<file path="config.mk">
export PLATFORM = sky130hd
export DESIGN_NAME = ip_codma_bus_arbiter
export DESIGN_NICKNAME = d
export VERILOG_FILES = /design/src/rtl/ip_codma_pkg.sv /design/src/rtl/ip_codma_rr_picker.sv /design/src/rtl/ip_codma_bus_arbiter.sv
export SDC_FILE = /design/constraint.sdc
export NUM_CORES = 1
export LEC_CHECK = 0
export ABC_AREA = 0
export CAP_MARGIN = 20
export CORE_ASPECT_RATIO = 0.5
export CORE_UTILIZATION = 25
export CTS_BUF_LIST = sky130_fd_sc_hd__clkbuf_16
export DETAILED_ROUTE_END_ITERATION = 10
export PLACE_DENSITY = 0.58
export SYNTH_ARGS = -nofsm -noshare
export SYNTH_HDL_FRONTEND = slang
export SYNTH_SLANG_ARGS = --single-unit
</file>
<file path="constraint.sdc">
create_clock -name clk_i -period 7.1 [get_ports clk_i]
set_clock_uncertainty 0.15 [all_clocks]
set_input_delay 1.42 -clock clk_i [delete_from_list [all_inputs] [get_ports clk_i]]
set_output_delay 1.42 -clock clk_i [all_outputs]
set_load 0.02 [all_outputs]
</file>
<file path="src/rtl/ip_codma_pkg.sv">
// Shared types and constants for the codma bus arbiter.
//   arb_state_t   : arbiter FSM states
//   BUS_SIZE_IDLE : value driven on bus_size_o while no transfer owns the bus
package ip_codma_pkg;

    typedef enum logic [1:0] {
        ARB_IDLE    = 2'd0,
        ARB_ASK     = 2'd1,
        ARB_GRANTED = 2'd2,
        ARB_ERROR   = 2'd3
    } arb_state_t;

    localparam logic [7:0] BUS_SIZE_IDLE = 8'd9;

endpackage

</file>
<file path="src/rtl/ip_codma_rr_picker.sv">
// Combinational round-robin select: first asserted request at or after ptr,
// wrapping from NUM_CH-1 back to 0.
//   req           in   NUM_CH   request vector
//   ptr           in   IDX_W    search start channel (must be < NUM_CH)
//   grant_oh_c    out  NUM_CH   one-hot winner (0 when no request)
//   grant_idx_c   out  IDX_W    winner index
//   grant_valid_c out  1        any request present
module ip_codma_rr_picker
    import ip_codma_pkg::*;
#(
    parameter int unsigned NUM_CH = 2,
    parameter int unsigned IDX_W  = 1
) (
    input  logic [NUM_CH-1:0] req,
    input  logic [IDX_W-1:0]  ptr,
    output logic [NUM_CH-1:0] grant_oh_c,
    output logic [IDX_W-1:0]  grant_idx_c,
    output logic              grant_valid_c
);

    logic [IDX_W-1:0] cand;

    // Walk channels starting at ptr; the first hit wins.
    always_comb begin
        grant_oh_c    = '0;
        grant_idx_c   = '0;
        grant_valid_c = 1'b0;
        cand          = '0;
        for (int k = 0; k < NUM_CH; k++) begin
            cand = IDX_W'((int'(ptr) + k) % NUM_CH);
            if (!grant_valid_c && req[cand]) begin
                grant_valid_c     = 1'b1;
                grant_idx_c       = cand;
                grant_oh_c[cand]  = 1'b1;
            end
        end
    end

endmodule

</file>
<file path="src/rtl/ip_codma_bus_arbiter.sv">
// Round-robin arbiter and sole, fully registered master of the codma memory bus.
//   clk_i, reset_i (sync, active-high), stop_i (abort current transfer)
//   ch_req_i/ch_write_i/ch_addr_i/ch_size_i/ch_wdata_i : per-channel request side
//   ch_wbeat_o/ch_rvalid_o/ch_done_o/ch_err_o          : per-channel one-hot pulses
//   bus_rdata_o                                        : data of last accepted read beat
//   bus_read_o/bus_write_o/bus_write_valid_o/bus_size_o/bus_addr_o/bus_write_data_o : bus master
//   bus_grant_i/bus_read_valid_i/bus_read_data_i/bus_write_ready_i                  : bus slave side
// Write beats: after ch_wbeat_o the channel must present the next beat before the
// following clock edge; bus_write_valid_o is held low for that one cycle so the
// stale beat is never offered twice.
module ip_codma_bus_arbiter
    import ip_codma_pkg::*;
#(
    parameter int unsigned NUM_CH      = 2,
    parameter int unsigned ADDR_W      = 32,
    parameter int unsigned BEAT_W      = 64,
    parameter int unsigned TIMEOUT_CYC = 255
) (
    input  logic                     clk_i,
    input  logic                     reset_i,
    input  logic                     stop_i,
    input  logic [NUM_CH-1:0]        ch_req_i,
    input  logic [NUM_CH-1:0]        ch_write_i,
    input  logic [NUM_CH*ADDR_W-1:0] ch_addr_i,
    input  logic [NUM_CH*8-1:0]      ch_size_i,
    input  logic [NUM_CH*BEAT_W-1:0] ch_wdata_i,
    output logic [NUM_CH-1:0]        ch_wbeat_o,
    output logic [NUM_CH-1:0]        ch_rvalid_o,
    output logic [BEAT_W-1:0]        bus_rdata_o,
    output logic [NUM_CH-1:0]        ch_done_o,
    output logic [NUM_CH-1:0]        ch_err_o,
    output logic                     bus_read_o,
    output logic                     bus_write_o,
    output logic                     bus_write_valid_o,
    output logic [7:0]               bus_size_o,
    output logic [ADDR_W-1:0]        bus_addr_o,
    output logic [BEAT_W-1:0]        bus_write_data_o,
    input  logic                     bus_grant_i,
    input  logic                     bus_read_valid_i,
    input  logic [BEAT_W-1:0]        bus_read_data_i,
    input  logic                     bus_write_ready_i
);

    localparam int unsigned IDX_W = (NUM_CH > 1) ? $clog2(NUM_CH) : 1;
    localparam int unsigned TMO_W = $clog2(TIMEOUT_CYC + 1);

    arb_state_t        state, state_n;
    logic [IDX_W-1:0]  rr_ptr, rr_ptr_n, owner, owner_n;
    logic              own_write, own_write_n;
    logic [7:0]        own_size, own_size_n, beat_cnt, beat_cnt_n;
    logic [TMO_W-1:0]  tmo_cnt, tmo_cnt_n;

    logic              read_n, write_n, wvalid_n;
    logic [7:0]        size_n;
    logic [ADDR_W-1:0] addr_n;
    logic [BEAT_W-1:0] wdata_n, rdata_n;
    logic [NUM_CH-1:0] wbeat_n, rvalid_n, done_n, err_n;

    logic [NUM_CH-1:0] pick_oh, own_oh;
    logic [IDX_W-1:0]  pick_idx;
    logic              pick_valid;

    logic [ADDR_W-1:0] addr_arr  [NUM_CH];
    logic [7:0]        size_arr  [NUM_CH];
    logic [BEAT_W-1:0] wdata_arr [NUM_CH];

    // Unpack flat per-channel buses.
    for (genvar g = 0; g < NUM_CH; g++) begin : g_unpack
        assign addr_arr[g]  = ch_addr_i[g*ADDR_W +: ADDR_W];
        assign size_arr[g]  = ch_size_i[g*8 +: 8];
        assign wdata_arr[g] = ch_wdata_i[g*BEAT_W +: BEAT_W];
    end

    assign own_oh = NUM_CH'(1) << owner;

    ip_codma_rr_picker #(
        .NUM_CH (NUM_CH),
        .IDX_W  (IDX_W)
    ) u_picker (
        .req           (ch_req_i),
        .ptr           (rr_ptr),
        .grant_oh_c    (pick_oh),
        .grant_idx_c   (pick_idx),
        .grant_valid_c (pick_valid)
    );

    // Next state plus next value of every registered output.
    always_comb begin
        state_n     = state;
        rr_ptr_n    = rr_ptr;
        owner_n     = owner;
        own_write_n = own_write;
        own_size_n  = own_size;
        beat_cnt_n  = beat_cnt;
        tmo_cnt_n   = tmo_cnt;
        read_n      = 1'b0;
        write_n     = 1'b0;
        wvalid_n    = 1'b0;
        size_n      = BUS_SIZE_IDLE;
        addr_n      = bus_addr_o;
        wdata_n     = bus_write_data_o;
        rdata_n     = bus_rdata_o;
        wbeat_n     = '0;
        rvalid_n    = '0;
        done_n      = '0;
        err_n       = '0;

        case (state)
            ARB_IDLE: begin
                if (pick_valid) begin
                    owner_n     = pick_idx;
                    own_write_n = ch_write_i[pick_idx];
                    own_size_n  = size_arr[pick_idx];
                    beat_cnt_n  = '0;
                    tmo_cnt_n   = '0;
                    rr_ptr_n    = (32'(pick_idx) == NUM_CH - 1) ? '0 : pick_idx + 1'b1;
                    if (size_arr[pick_idx] == 8'd0) begin
                        err_n = pick_oh;
                    end else begin
                        state_n = ARB_ASK;
                        addr_n  = addr_arr[pick_idx];
                        read_n  = !ch_write_i[pick_idx];
                        write_n = ch_write_i[pick_idx];
                        size_n  = size_arr[pick_idx];
                    end
                end
            end
            ARB_ASK: begin
                if (stop_i) begin
                    state_n = ARB_ERROR;
                    err_n   = own_oh;
                end else if (bus_grant_i) begin
                    state_n = ARB_GRANTED;
                    size_n  = own_size;
                    if (own_write) begin
                        wvalid_n = 1'b1;
                        wdata_n  = wdata_arr[owner];
                    end
                end else if (tmo_cnt == TMO_W'(TIMEOUT_CYC)) begin
                    state_n = ARB_ERROR;
                    err_n   = own_oh;
                end else begin
                    tmo_cnt_n = tmo_cnt + 1'b1;
                    read_n    = !own_write;
                    write_n   = own_write;
                    size_n    = own_size;
                end
            end
            ARB_GRANTED: begin
                size_n = own_size;
                if (stop_i) begin
                    state_n = ARB_ERROR;
                    err_n   = own_oh;
                    size_n  = BUS_SIZE_IDLE;
                end else if (!own_write) begin
                    if (bus_read_valid_i) begin
                        rvalid_n   = own_oh;
                        rdata_n    = bus_read_data_i;
                        beat_cnt_n = beat_cnt + 8'd1;
                        if (beat_cnt + 8'd1 == own_size) begin
                            done_n  = own_oh;
                            state_n = ARB_IDLE;
                            size_n  = BUS_SIZE_IDLE;
                        end
                    end
                end else if (bus_write_valid_o && bus_write_ready_i) begin
                    // Beat taken; valid drops for one cycle while the channel advances.
                    wbeat_n    = own_oh;
                    beat_cnt_n = beat_cnt + 8'd1;
                    if (beat_cnt + 8'd1 == own_size) begin
                        done_n  = own_oh;
                        state_n = ARB_IDLE;
                        size_n  = BUS_SIZE_IDLE;
                    end
                end else begin
                    wvalid_n = 1'b1;
                    wdata_n  = wdata_arr[owner];
                end
            end
            ARB_ERROR: begin
                state_n = ARB_IDLE;
            end
            default: begin
                state_n = ARB_ERROR;
                err_n   = own_oh;
            end
        endcase
    end

    // State, bookkeeping and output registers.
    always_ff @(posedge clk_i) begin
        if (reset_i) begin
            state             <= ARB_IDLE;
            rr_ptr            <= '0;
            owner             <= '0;
            own_write         <= 1'b0;
            own_size          <= '0;
            beat_cnt          <= '0;
            tmo_cnt           <= '0;
            bus_read_o        <= 1'b0;
            bus_write_o       <= 1'b0;
            bus_write_valid_o <= 1'b0;
            bus_size_o        <= BUS_SIZE_IDLE;
            bus_addr_o        <= '0;
            bus_write_data_o  <= '0;
            bus_rdata_o       <= '0;
            ch_wbeat_o        <= '0;
            ch_rvalid_o       <= '0;
            ch_done_o         <= '0;
            ch_err_o          <= '0;
        end else begin
            state             <= state_n;
            rr_ptr            <= rr_ptr_n;
            owner             <= owner_n;
            own_write         <= own_write_n;
            own_size          <= own_size_n;
            beat_cnt          <= beat_cnt_n;
            tmo_cnt           <= tmo_cnt_n;
            bus_read_o        <= read_n;
            bus_write_o       <= write_n;
            bus_write_valid_o <= wvalid_n;
            bus_size_o        <= size_n;
            bus_addr_o        <= addr_n;
            bus_write_data_o  <= wdata_n;
            bus_rdata_o       <= rdata_n;
            ch_wbeat_o        <= wbeat_n;
            ch_rvalid_o       <= rvalid_n;
            ch_done_o         <= done_n;
            ch_err_o          <= err_n;
        end
    end

endmodule
</file>
======== Word level (Yosys, flattened, before mapping) ========
Index checks and enable logic that the tools add are counted.
operators by class
  $add $sub $neg .......................... 4
  $lt $le $gt $ge ......................... 7
  equal/unequal tests ..................... 20
  shift-type cells ........................ 1
  muxes and demuxes ....................... 95
  bitwise gates (word level) .............. 9
  reduce and logical (&&, ||, !) cells .... 22
operators with widths
  operator             count
  $mux 64              9
  $mux 8               21
  $pmux 64 s2          1
  $mux 32              3
  $mux 2               22
  $pmux 8 s2           2
  $mux 1               29
  $pmux 8 s3           1
  $ne 2x2->1 const B   10
  $add 8x1->8 const B  2
  $reduce_and 5->1     3
  $ne 4x4->1 const B   3
  $reduce_or 5->1      2
  $eq 8x8->1           1
  $eq 8x8->1 const B   1
  $logic_not 8->1      1
  $pmux 2 s4           1
  $reduce_and 7->1     1
  $lt 1x2->1 const B   3
  $ne 3x3->1 const B   2
  $not 1->1            6
  $pmux 1 s2           3
  $pmux 2 s3           1
  $reduce_bool 2->1    3
  16 further kinds     27
word-level totals
  bits in registers ....................... 208
  input bits .............................. 282
  output and inout port bits .............. 179
  word-level logic and storage cells ...... 176

======== Logic depth before layout (Yosys ltp) ========
Gate-level depths: netlist of run 1.
  depth after elaboration ................. 14
  mapped depth ............................ 9
  mapped depth without buffers ............ 8

======== Modules after synthesis ========
Synthesis of run 1 repeated with hierarchy kept, for this count alone.
unflattened totals
  cell total of the unflattened synthesis .. 992
  area, all modules ....................... 8,773.4 µm²
by module, submodules not included
  module                times used  cells each  area an instance (µm²)  seq. area each (µm²)
  ip_codma_bus_arbiter  1           987         8,740.9                 4,164.0
  ip_codma_rr_picker    1           5           32.5                    0.0

======== Least setup slack after synthesis of run 1 ========
Ideal clock, no wire load.
  path type ............................... input port to flip-flop
  start point ............................. in ch_req_i[0]
  end point ............................... reg state[0]
  library setup time ...................... 0.095 ns
  arrival time ............................ 2.933 ns
  data required time ...................... 6.855 ns
  slack ................................... 3.922 ns
  cell stages on the path ................. 6
  buffers on the path ..................... 0
  path through ............................ nand2b_1 -> nand2_1 -> mux2_2 -> a211o_1 -> or4b_1 -> o311ai_1
on the way
  cells in the longest elaborated chain, start to end .. 13
  elaborated cells between the ends (all ways) .. 18
  classes of those cells .................. eq/ne (2); mux (11); bitwise (1); reduce/logical (4)
RTL lines
  item                                       line                         RTL
  from (decl)                                ip_codma_bus_arbiter.sv:22   input logic [NUM_CH-1:0] ch_req_i,
  $mux 1 (implied by the code) (2 in a row)  ip_codma_rr_picker.sv:31     if (!grant_valid_c && req[cand]) begin
  $mux 1                                     ip_codma_rr_picker.sv:31
  $logic_not 1->1                            ip_codma_rr_picker.sv:31
  $logic_and 1x1->1                          ip_codma_rr_picker.sv:31
  $mux 1                                     ip_codma_rr_picker.sv:31
  $not 1->2 (implied by the code)            ip_codma_bus_arbiter.sv:117  if (size_arr[pick_idx] == 8'd0) begin
  $mux 8 (implied by the code) (3 in a row)  ip_codma_bus_arbiter.sv:117
  $logic_not 8->1                            ip_codma_bus_arbiter.sv:117
  $ne 2x2->1 (no line)                       n/a
  $reduce_and 5->1 (no line) (*)             n/a
  to (signal assigned)                       ip_codma_bus_arbiter.sv:212  state <= state_n;
  to (decl)                                  ip_codma_bus_arbiter.sv:47   arb_state_t state, state_n;
Mark *: on every way between the ends. The rest lies on a longest branch, timed or not. The select of a mux whose other input is x is not followed.
A chain may end at the register's enable or synchronous reset.

======== Worst setup path in the final report of run 1 ========
  start point ............................. in ch_req_i[0]
  end point ............................... reg bus_addr_o[5]
on the way
  cells in the longest elaborated chain, start to end .. 13
  elaborated cells between the ends (all ways) .. 20
  classes of those cells .................. mux (14); bitwise (2); reduce/logical (4)
RTL lines
  item                                       line                                                      RTL
  $mux 1 (implied by the code) (2 in a row)  ip_codma_rr_picker.sv:31
  $mux 1                                     ip_codma_rr_picker.sv:31
  $logic_not 1->1                            ip_codma_rr_picker.sv:31
  $logic_and 1x1->1                          ip_codma_rr_picker.sv:31
  $mux 1                                     ip_codma_rr_picker.sv:31
  $not 1->2 (implied by the code)            ip_codma_bus_arbiter.sv:117, ip_codma_bus_arbiter.sv:121
  $mux 8 (implied by the code) (3 in a row)  ip_codma_bus_arbiter.sv:117
  $logic_not 8->1                            ip_codma_bus_arbiter.sv:117
  $not 1->1 (no line)                        n/a
  $reduce_and 3->1 (no line)                 n/a
  to (signal assigned)                       ip_codma_bus_arbiter.sv:223                               bus_addr_o <= addr_n;
  to (decl)                                  ip_codma_bus_arbiter.sv:36                                output logic [ADDR_W-1:0] bus_addr_o,
Parallel ways exist; a longest one is shown, timed or not. The select of a mux whose other input is x is not followed.

==> results of run 1 <==
Yosys cell counts (all sizes together), types with 3 or more instances:
cell type    n  area [um2]
nand2      209         785
dfxtp      208        4160
nor2       146         548
a21oi       78         390
clkbuf      74         278
mux2i       73         731
a211oi      72         541
a311oi      35         307
o21ai       20         100
nand3       17         110
nor3        15        80.1
nand2b       9        56.3
xor2         8        70.1
a31oi        7        43.8
buf          7        38.8
nand4        7        43.8
ha           6        75.1
inv          6        22.5
or3          5        36.3
or4          5        37.5
xnor2        5        43.8
a22oi        4        30.0
and2         4        25.0
and3         4        25.0
nor3b        4        30.0
o31ai        3        27.5
or3b         3        26.3
power breakdown:
part | switching, W | internal [W]
logic | 0.00102 | 0.000805
clock network | 0.000492 | 0.000657
registers | 0.000146 | 0.00139
total | 0.00166 | 0.00285
final timing paths:
path / from / end / cells after the start
worst max-delay path: ch_req_i[0] / bus_addr_o[5] / 8
worst min-delay path: bus_rdata_o[3] / bus_rdata_o[3] / 2
worst max register to register: rr_ptr / bus_addr_o[5] / 7
worst min register to register: bus_rdata_o[3] / bus_rdata_o[3] / 2
flip-flops by register name, summed over array words and instances (netlist names), 2 cells and up:
register          count
beat_cnt              8
bus_addr_o           32
bus_rdata_o          64
bus_size_o            8
bus_write_data_o     64
ch_done_o             2
ch_err_o              2
ch_rvalid_o           2
ch_wbeat_o            2
own_size              8
state                 2
tmo_cnt               8
cell families after synthesis:
group | Yosys count | share of synthesized area (%)
muxes | 75 | 8.43
adders and majority gates | 6 | 0.840
and+or+nand+nor | 438 | 21.0
xor gates and xnor gates | 13 | 1.27
DFF | 208 | 46.6
AOI/OAI and AO/OA | 237 | 18.0
buffers and inverters | 87 | 3.80
area by class of cell:
| type | instances | share of cell area [%] |
|---|---|---|
| sequential | 208 | 28.5 |
| clock inverter | 16 | 0.854 |
| timing repair buffer | 469 | 32.1 |
| antenna | 2 | 0.0342 |
| tap | 475 | 4.06 |
| multi-input combinational | 769 | 30.5 |
| inverter | 6 | 0.154 |
| clock buffer | 23 | 3.93 |
layer usage:
| layer | track usage, % | vias up |
|---|---|---|
| li1 | - | 4568 |
| met1 | 20.9 | 4227 |
| met2 | 32.1 | 231 |
| met3 | 2.76 | 58 |
| met4 | 5.97 | 0 |
| met5 | 0 | - |
metrics by stage:
stage | setup WS, ps | utilization [%] | power (W)
finish | 3120 | 42.0 | 0.00451
global route | 2900 | 42.0 | 0.00480
CTS | 3120 | 41.9 | 0.00458
detailed placement | 2560 | 39.9 | 0.00340
global placement | 2660 | 39.9 | 0.00336
floorplan | 3920 | - | 0.00262
worst register-to-register path: stages (launching register included):
cell      delay [ps]
dfxtp_1          320
nand2b_1         170
nand2_2          740
mux2_2           480
nor2_4            80
buf_4            510
nor2_1           110
a311oi_1         270
==> run metrics, run 1 <==
Rows between 40 and 50; initial antenna violation count 2; TritonCTS clock tree yes; clk slew on worst S/H paths around 60 ps; Total Routing Usage GR 17.5%; Final min period 3980 ps; Final Hold Vio Count 0; Vias per Instance 4.62; Avg Cell Area, Syn roughly 8.4 um2; Clock Tree Root clkbuf_16; core box area 0.0348 mm2; Primary FF master, synth dfxtp_1; final hold slack 306 ps; peak fanout along the critical path 65; Hold Path Class reg -> reg; Crit Path Category in -> reg; post-CTS resize count 0; gpl congestion approximately 0.84; grt total ovfl 0; Startpoint Class input port; share of cells above drive strength 1 just under 4%; CTS Buf Count 22; sequential cell area about 0.0042 mm2; first-pass GRT wire length about 51 mm; Post-Syn Area ~0.009 mm2; cts hold-fix bufs 0; Max IR drop VDD 0.149 mV; number of global-route vias before repair just under 9k; worst slew pin tran 1070 ps; Worst-Skew Late Latency around 520 ps; CTS H-tree lvls 1; Max clock buf depth 3; final wirelength roughly 34 mm; Cell Pwr Density roughly 310 mW/mm2; status finished, final reports clean; area occupied by multi-input gates about 0.0045 mm2; Cell variety after synth 56; synth-to-layout area growth 63.9%; Die Area about 0.037 mm2; most frequent cells in the layout clkdlybuf4s50_1, nand2_1, dfxtp_1; Final Max Tran Viols 0; Synth Warn # 0; CP delay by family, top buffers and inverters; CTS sink cnt 208; DR WL/cell 17.4 um; Initial Util about a quarter; routed vias about 9.1k; flop2flop setup slack approximately 4200 ps; largest net degree at the start of global routing between 100 and 150; max-cap violation count 0; Final setup viols 0; synthesized flop and latch total around 210; Arrival @ worst endpoint around 4300 ps; cells along the critical path clkdlybuf4s50_1, nand2b_1, nand2_2, mux2_2, nor2_4, buf_4, nor2_1, a311oi_1; post-synthesis instance total ~1.1k; I/O Buffers 460; final setup TNS 0 ps; RSZ-0062 raised after global routing no; Final nets between 1.5k and 2k; Post-route DRC 0; Post-DP HPWL 25.7 mm; DRT met1 WL between 10 and 15 mm; Rel. slew slack between 20 and 30%; First-pass DRT Iterations 5; fin area between 0.01 and 0.015 mm2; final period utilization a little under three fifths; post-CTS setup buffers 0; Worst EP required approximately 7400 ps; die height 136 um; async set-reset flop share out of synthesis 0%; crit-path max cell delay 740 ps; CP max stage cell nand2_2; Layout fillers 3,459; leakage power just over 5 nW; Routed Antenna Nets 0; crit end category flop; sequential-to-total area share from yosys stat between 40% and 50%; syn nets ~1.4k; DP Area 0.0139 mm2; crit path buf inv count 2; DR iter-0 viols 490; Post-synth EDFFs 0; Fmax ~0.25 GHz; IO Count approximately 460; Met3 Routed Length 1.33 mm; DR top layer met4; Non-Filler Instances 1,968; DP Cell Count around 1.9k; Die X-Extent around 270 um; most common cell after layout, fill and taps aside clkdlybuf4s50_1; met2 WL about 18 mm
Power figures use the tool's default switching activity.
==> inputs of run 2 (changes only) <==
--- a/config.mk
+++ b/config.mk
@@ -11,7 +11,7 @@
 export CORE_UTILIZATION = 25
 export CTS_BUF_LIST = sky130_fd_sc_hd__clkbuf_16
 export DETAILED_ROUTE_END_ITERATION = 10
-export PLACE_DENSITY = 0.58
+export PLACE_DENSITY = 0.6
 export SYNTH_ARGS = -nofsm -noshare
 export SYNTH_HDL_FRONTEND = slang
 export SYNTH_SLANG_ARGS = --single-unit
==> constraint.sdc (replaced) <==
create_clock -name clk_i -period 3.5 [get_ports clk_i]
set_clock_uncertainty 0.15 [all_clocks]
set_input_delay 0.7 -clock clk_i [delete_from_list [all_inputs] [get_ports clk_i]]
set_output_delay 0.7 -clock clk_i [all_outputs]
set_load 0.02 [all_outputs]
==> run 2 against run 1 <==
  * First-iteration DRC count decreased by 7.6%
  * Via count decreased by 1.5%
  * Worst hold slack got worse by 4.8 ps
  * Setup slack got worse by 2400 ps
  * Cell area increased by 1.8%
  * Final cell count increased by 0.97%
  * Non-clock buffer count increased by 17
  * Global-route usage decreased by 0.36 points
  * Critical path depth unchanged
  * Clock-buffer cell count increased by 1
  * Routed wire length decreased by 0.89%
  * Sequential power increased by 100%
  * Critical path type is now reg -> reg
==> run metrics, run 2 (same netlist as run 1, synthesis figures left out) <==
status finished, final reports clean; RSZ-0062 raised after global routing no; IO Count ~460; met3 GRT Util under 10%; Final Hold Vio Count 0; Cell Pwr Density roughly 640 mW/mm2; Vias per Instance roughly 4.5; Final Total Pwr ~0.0095 W; Initial Util between 20% and 30%; worst slew pin tran 651 ps; Fmax 0.361 GHz; Post-DP HPWL around 25 mm; TritonCTS clock tree yes; Final nets approximately 1.8k; clk slew on worst S/H paths roughly 70 ps; Max clock buf depth 3; DP Worst Slack between 5 and 6 ps; Rows 48; Final setup viols 0; fin util around 43%; final setup TNS 0 ps; fin area between 0.01 and 0.015 mm2; final period utilization roughly four fifths; CTS Buf Count 23; Layout fillers 3,515; Arrival @ worst endpoint about 3000 ps; share of cells above drive strength 1 under 10%; peak fanout along the critical path 6; most common cell after layout, fill and taps aside clkdlybuf4s50_1; most frequent cells in the layout clkdlybuf4s50_1, nand2_1, dfxtp_1; grt met2 use 31.1%; leakage power ~5.2 nW; crit end category flop; synth-to-layout area growth 66.9%; Crit Path Category reg -> reg; Total Routing Usage GR between 10% and 20%; Startpoint Class flop; I/O Buffers 460; max-cap violation count 0; initial antenna violation count 1; cts hold-fix bufs 0; CTS sink cnt 208; routed vias 8,946; Final min period 2770 ps; largest net degree at the start of global routing approximately 130; registers with the most flip-flops bus_rdata_o x64, bus_write_data_o x64, bus_addr_o x32; gpl congestion between 0.8 and 0.9; DP Area 0.0141 mm2; met1 GRT Util between 20% and 30%; Hold Path Class reg -> reg; Final Max Tran Viols 0; Setup WS post-layout 732 ps; post-CTS setup buffers 0; Post-route DRC 0; grt total ovfl 0; global route hottest layer met2; Rel. slew slack a little under three fifths; post-CTS resize count 0; Worst EP required between 3000 and 4000 ps; number of global-route vias before repair 8,476; Die X-Extent about 270 um; core box area around 0.035 mm2; First-pass DRT Iterations 5; Max IR drop VDD 0.398 mV; Die Area roughly 0.037 mm2; Worst-Skew Late Latency approximately 530 ps; first-pass GRT wire length around 49 mm; DR WL/cell 17.1 um; Clock Tree Root clkbuf_16; DR iter-0 viols between 400 and 500; Routed Antenna Nets 0; CTS H-tree lvls 1; final wirelength ~34 mm; die height around 140 um
-- run 2: worst paths after layout --
kind / startpoint / endpoint / slack, ps / cells past startpoint
setup / recovery: beat_cnt[0] / bus_size_o[1] / 730 / 8
hold / removal: bus_rdata_o[0] / bus_rdata_o[0] / 300 / 2
setup reg to reg: beat_cnt[0] / bus_size_o[1] / 730 / 8
hold reg to reg: bus_rdata_o[0] / bus_rdata_o[0] / 300 / 2
-- run 2: metal layers --
metal / wire (um) / vias up
met2: 17600 / 136
met3: 1010 / 42
met4: 653 / 0
met1: 14700 / 4155
li1: - / 4613
met5: 0 / -
-- run 2: cell type report --
class | count | area (um2) | area share [%]
timing repair buffer | 486 | 4860 | 32.6
multi-input combinational | 769 | 4460 | 29.9
sequential | 208 | 4170 | 28.0
clock buffer | 24 | 601 | 4.03
tap | 475 | 594 | 3.99
clock inverter | 18 | 199 | 1.33
inverter | 6 | 22.5 | 0.151
antenna | 1 | 2.50 | 0.0168
-- run 2: where the power goes --
| group | total, W | switching (W) | leakage (nW) | internal (W) |
|---|---|---|---|---|
| registers | 0.00311 | 0.000290 | 1.70 | 0.00282 |
| logic | 0.00381 | 0.00209 | 3.12 | 0.00172 |
| clock network | 0.00263 | 0.00108 | 0.397 | 0.00155 |
-- run 2: worst max-delay path, stage by stage (launching register included) --
cell	delay, ps
dfxtp_1	440
ha_1	320
nand3_4	120
or3_4	420
a2111oi_4	410
nand3_4	170
nor3_2	270
buf_4	210
o21ai_0	120
-- run 2: stage by stage --
| step | cells | hold WS [ps] |
|---|---|---|
| after floorplan | 1064 | 289 |
| after global placement | 1943 | 291 |
| after detailed placement | 1943 | 296 |
| after CTS | 1985 | 305 |
| after global routing | 1987 | 322 |
| final | 1987 | 301 |
